--- config.mk ---
export PLATFORM = sky130hd
export DESIGN_NAME = fifo_pop_agent
export DESIGN_NICKNAME = d
export VERILOG_FILES = /design/src/rtl/fifo_pop_agent.sv
export SDC_FILE = /design/constraint.sdc
export NUM_CORES = 1
export LEC_CHECK = 0
export ABC_CLOCK_PERIOD_IN_PS = 2150
export BUFFER_PORTS_ARGS = -buffer_cell sky130_fd_sc_hd__buf_2
export CAP_MARGIN = 20
export CORE_MARGIN = 1
export CORE_UTILIZATION = 45
export DETAILED_ROUTE_END_ITERATION = 12
export PLACE_DENSITY = 0.76
export SYNTH_ARGS = -nofsm -noshare
export SYNTH_HDL_FRONTEND = slang
export SYNTH_SLANG_ARGS = --single-unit
export TNS_END_PERCENT = 100
--- constraint.sdc ---
create_clock -name clk -period 2.15 [get_ports clk]
set_clock_uncertainty 0.2 [all_clocks]
set_input_delay 0 -clock clk [delete_from_list [all_inputs] [get_ports clk]]
set_output_delay 0 -clock clk [all_outputs]
set_load 0.02 [all_outputs]
--- src/rtl/fifo_pop_agent.sv ---
// Read-side agent for the SRAM-backed FIFO controller: pops words, captures SRAM data, streams it out.
// Latency: pop in cycle t, word captured at end of t+1, m_valid/m_data presented from cycle t+2.
// Backpressure: a 2-entry output buffer with credit-gated pop; m_ready low stalls pop after two words.
//
// Ports: clk/rst_n; start + burst_len command (0 = drain until empty); empty/almost_empty/error
// flags and sram_q from the controller; pop request out; m_valid/m_ready/m_data stream;
// busy, done pulse, sticky err_flag (cleared by err_clr, which also leaves ERR).
module fifo_pop_agent #(
  parameter int DATA_W = 8,
  parameter int LEN_W  = 6
) (
  input  logic              clk,
  input  logic              rst_n,
  input  logic              start,
  input  logic [LEN_W-1:0]  burst_len,
  input  logic              empty,
  input  logic              almost_empty,
  input  logic              error,
  input  logic [DATA_W-1:0] sram_q,
  output logic              pop,
  output logic              m_valid,
  input  logic              m_ready,
  output logic [DATA_W-1:0] m_data,
  output logic              busy,
  output logic              done,
  output logic              err_flag,
  input  logic              err_clr
);

  typedef enum logic [1:0] {S_IDLE, S_RUN, S_FLUSH, S_ERR} state_t;

  state_t            state;
  logic [LEN_W-1:0]  remaining;   // words still to be popped in a counted burst
  logic              drain;       // burst_len was 0: pop until the FIFO reports empty
  logic              inflight;    // a pop was issued last cycle; sram_q is valid now
  logic [1:0]        cnt;         // output buffer occupancy, 0..2
  logic [DATA_W-1:0] buf0;        // head entry, drives m_data directly
  logic [DATA_W-1:0] buf1;
  logic              xfer;
  logic [1:0]        occ;
  logic              credit;
  logic              last_out;

  // almost_empty is informational only; pop is gated purely by empty.
  logic unused_almost_empty;
  assign unused_almost_empty = almost_empty;

  assign m_valid = (cnt != 2'd0);
  assign m_data  = buf0;
  assign busy    = (state != S_IDLE);
  assign xfer    = m_valid && m_ready;

  // Slots committed once this edge settles: buffered + arriving - leaving.
  // Counting the word that leaves this cycle lets pop sustain one word per
  // cycle when m_ready is held high, while still never exceeding two entries.
  assign occ    = cnt + {1'b0, inflight} - {1'b0, xfer};
  assign credit = (occ < 2'd2);

  // Combinational on the current-cycle empty so a pop can never be raised
  // against an empty FIFO.
  assign pop = (state == S_RUN) && !empty && credit && (drain || (remaining != '0));

  // Buffer fully drained by the end of this cycle and nothing left to arrive.
  assign last_out = !inflight && ((cnt == 2'd0) || ((cnt == 2'd1) && xfer));

  always_ff @(posedge clk or negedge rst_n) begin
    if (!rst_n) begin
      state     <= S_IDLE;
      remaining <= '0;
      drain     <= 1'b0;
      inflight  <= 1'b0;
      done      <= 1'b0;
      err_flag  <= 1'b0;
    end else begin
      done     <= 1'b0;
      inflight <= pop;
      if (error) begin
        err_flag <= 1'b1;
      end else if (err_clr) begin
        err_flag <= 1'b0;
      end
      case (state)
        S_IDLE: begin
          if (start) begin
            state     <= S_RUN;
            remaining <= burst_len;
            drain     <= (burst_len == '0);
          end
        end
        S_RUN: begin
          if (error) begin
            state <= S_ERR;
          end else begin
            if (pop && !drain) begin
              remaining <= remaining - LEN_W'(1);
            end
            if ((pop && !drain && (remaining == LEN_W'(1))) || (drain && empty)) begin
              state <= S_FLUSH;
            end
          end
        end
        S_FLUSH: begin
          if (error) begin
            state <= S_ERR;
          end else if (last_out) begin
            state <= S_IDLE;
            done  <= 1'b1;
          end
        end
        S_ERR: begin
          if (err_clr) begin
            state <= S_IDLE;
          end
        end
        default: state <= S_IDLE;
      endcase
    end
  end

  // Two-entry output buffer; a capture and a transfer in the same cycle
  // leave the occupancy unchanged.
  always_ff @(posedge clk or negedge rst_n) begin
    if (!rst_n) begin
      cnt  <= 2'd0;
      buf0 <= '0;
      buf1 <= '0;
    end else begin
      case ({inflight, xfer})
        2'b10: begin
          if (cnt == 2'd0) begin
            buf0 <= sram_q;
          end else begin
            buf1 <= sram_q;
          end
          cnt <= cnt + 2'd1;
        end
        2'b01: begin
          buf0 <= buf1;
          cnt  <= cnt - 2'd1;
        end
        2'b11: begin
          if (cnt == 2'd1) begin
            buf0 <= sram_q;
          end else begin
            buf0 <= buf1;
            buf1 <= sram_q;
          end
        end
        default: ;
      endcase
    end
  end

  assert property (@(posedge clk) disable iff (!rst_n) !(inflight && !xfer && (cnt == 2'd2)));
  assert property (@(posedge clk) disable iff (!rst_n) !(pop && empty));

endmodule

==> results.txt <==
Crit-path cells -> inv_2 -> ha_4 -> nor2b_4 -> mux2i_1 -> mux2i_1 -> buf_4 -> buf_4 -> o31a_1 -> o32a_1
Sequential area share after synthesis -> 46.3%
Crit path kind -> reg2reg
Net Count, Synth -> 195
Layout net count -> 264
Antenna-violating nets left -> 0
Avg WL per Cell -> 13.6 um
WP data required -> 2.17 ns
Seq cells post-synth -> 30
Initial core utilization -> 47.9%
Crit-path slowest cell -> dfrtp_1
Placeable Area -> 3390 sq um
Final TNS setup -> 0 ns
LEAKAGE -> 1.07 nW
CTS tree -> done
Slew @ Worst Pin -> 0.669 ns
Fillers -> 262
Critical path launch point type -> flop
Die area -> 3850 sq um
Post-layout util -> 67.3%
Leading area contributor after synthesis -> dfrtp_1
Clk slew on worst S/H paths -> 0.10 ns
Crit Path Max Fanout -> 5
Critical Path Sink Type -> flop
# H-tree levels -> 2
Num CTS Buffers -> 5
Vias in the first global route -> 1,420
Avg Cell Area, Syn -> 9.66 sq um
Seq. cell area -> 751 sq um
Mapped Area -> 1620 sq um
Pre-CTS WS -> 0.0565 ns
Ant. Diodes -> 0
Die Y -> 62.1 um
Maximum vdd drop -> 654 uV
RSZ-0062 raised after global routing -> true
DR vias -> 1,522
MaxCap Viol Count -> 0
Clock sink count -> 30
Largest net degree at the start of global routing -> 31
Drt total wl -> 3850 um
Crit path arrival time -> 2.12 ns
CTS max path bufs -> 2
Finished Layout Cells -> 284
Share of cells above drive strength 1 -> 28.6%
Crit path from -> cnt[1]$_DFFE_PN0P_
Post-layout minimum cycle time -> 2.10 ns
Gr ovfl total -> 0
Max Fclk -> 477 MHz
Placed cells -> 251
Reg2Reg Depth -> 9
Initial DRC Count -> 65
GRT Util Overall -> 21.4%
Slew margin rel. -> 55.4%
Slew Viols, Final -> 0
IO Port Bufs -> 33
Placed inst area -> 1900 sq um
HPWL after DPL -> 2540 um
Clock root cell -> clkbuf_4
Hold WS -> 0.0336 ns
First-pass GRT wire length -> 5930 um
Commonest non-fill, non-tap cell in the layout -> buf_2
Post-route DRC violation count -> 0
Tot Pwr -> 3.13 mW
Die Wd -> 62.1 um
Wl on met1 -> 1640 um
Rows -> 21
Tcrit/Tclk final -> 97.6%
Synth-to-layout area growth -> 40.5%
Launching point of the worst reg2reg path -> cnt[1]$_DFFE_PN0P_
Synth warnings -> 0
Drt via density -> 5.36
IO Count -> 35
Footprint of the multi-input gates -> 840 sq um
Hold WC Path Type -> in2async
Worst setup margin -> 0.0516 ns
DR WL met2 -> 1940 um
Fin. Hold Viols -> 0
Endpoints failing setup -> 0
Highest routing layer actually used -> met4
Most frequent cells in the layout -> 33 x buf_2, 30 x dfrtp_1, 22 x dlygate4sd3_1
Ranking of synthesized cells by area -> dfrtp_1 46%, mux2i_1 6.2%, mux2_2 5.6%
Synth unique cells -> 38
Mapped Cells -> 168
Delay of the slowest critical-path stage -> 0.37 ns
Pwr per Cell Area -> 1370 nW/um^2
Met3 wire length -> 206 um
Antenna violations before repair -> 0
GPL Wtd Cong -> 0.846
Worst skew pair latency -> 0.33 ns
Status -> finished, final reports clean
Post-route cell area -> 2280 sq um
DR pass1 iterations -> 4
Synth top area share -> 46.3%
worst max-delay path: cells and delay by family, from the launching register on:
family                     cells  cell delay [ns]
muxes                          2             0.34
and+or+nand+nor                1             0.11
buffers and inverters          3             0.36
adders and majority gates      1             0.16
DFF                            1             0.37
AOI/OAI and AO/OA              2             0.45
final cells by class:
| type | count | share of cell area (%) |
|---|---|---|
| repair buffers | 69 | 21.7 |
| flip-flops and latches | 30 | 32.9 |
| well taps | 46 | 2.52 |
| inverters | 7 | 1.15 |
| multi-input cells | 124 | 36.8 |
| clock inverters | 2 | 2.63 |
| clock buffers | 6 | 2.25 |
where the power goes:
group,internal (mW),switching [mW],leakage [nW]
clock network,0.394,0.204,0.0585
registers,0.813,0.155,0.370
logic,0.735,0.826,0.642
total,1.94,1.19,1.07
cell families (layout without fill, tap and decap cells):
kind of cell	count (synthesis)	count (layout)	synth area share [%]
adder cells (fa/ha/maj)	5	5	3.86
flip-flops	30	30	46.3
multiplexers	18	18	11.7
XOR/XNOR	2	2	1.08
buffers and inverters	14	84	3.93
AND/OR/NAND/NOR	60	60	18.2
AO/OA/AOI/OAI	39	39	15.0
final timing paths:
check	to	slack [ns]
min reg2reg	m_data[1]$_DFFE_PN0P_	0.28
min	state[0]$_DFFE_PN0P_	0.03
max reg2reg	remaining[2]$_DFFE_PN0P_	0.05
max	remaining[2]$_DFFE_PN0P_	0.05
max in group asynchronous	m_data[3]$_DFFE_PN0P_	1.29
min in group clk	drain$_DFFE_PN0P_	0.19
sequential cells by signal, summed over array words and instances, names as in the netlist, 2 cells and up:
register and flops:
m_data 8, buf1 8, state 2, remaining 6, cnt 2
cells in the mapped netlist (all sizes together):
library cell,instances
dfrtp,30
nand2,21
o21ai,14
nor2,12
mux2i,10
a21oi,9
mux2,8
inv,7
nor3,7
ha,5
buf,4
clkbuf,3
nand2b,3
nor2b,3
nor4b,3
o211ai,3
and2,2
and3,2
nand3,2
o31a,2
or4,2
xnor2,2
a21boi,1
a21o,1
a31oi,1
nor4,1
nor4bb,1
o21a,1
o22ai,1
o2bb2ai,1
o311ai,1
o31ai,1
o32a,1
o32ai,1
o41ai,1
or3,1
repair_timing:
item / CTS / global route
pin swaps: 0 / 4
hold buffers: 22 / 0
setup buffers: 0 / 2
gates cloned: 0 / 1
gates resized for setup: 3 / 5
endpoints found under the hold margin: 58 / 0
setup endpoints to repair: 1 / 5
metal layers:
metal	vias to the layer above	GRT usage (%)
met4	0	9.21
met2	57	38.1
met3	8	5.59
li1	737	-
met1	720	24.0
met5	-	0
(Power assumes the default switching activity.)
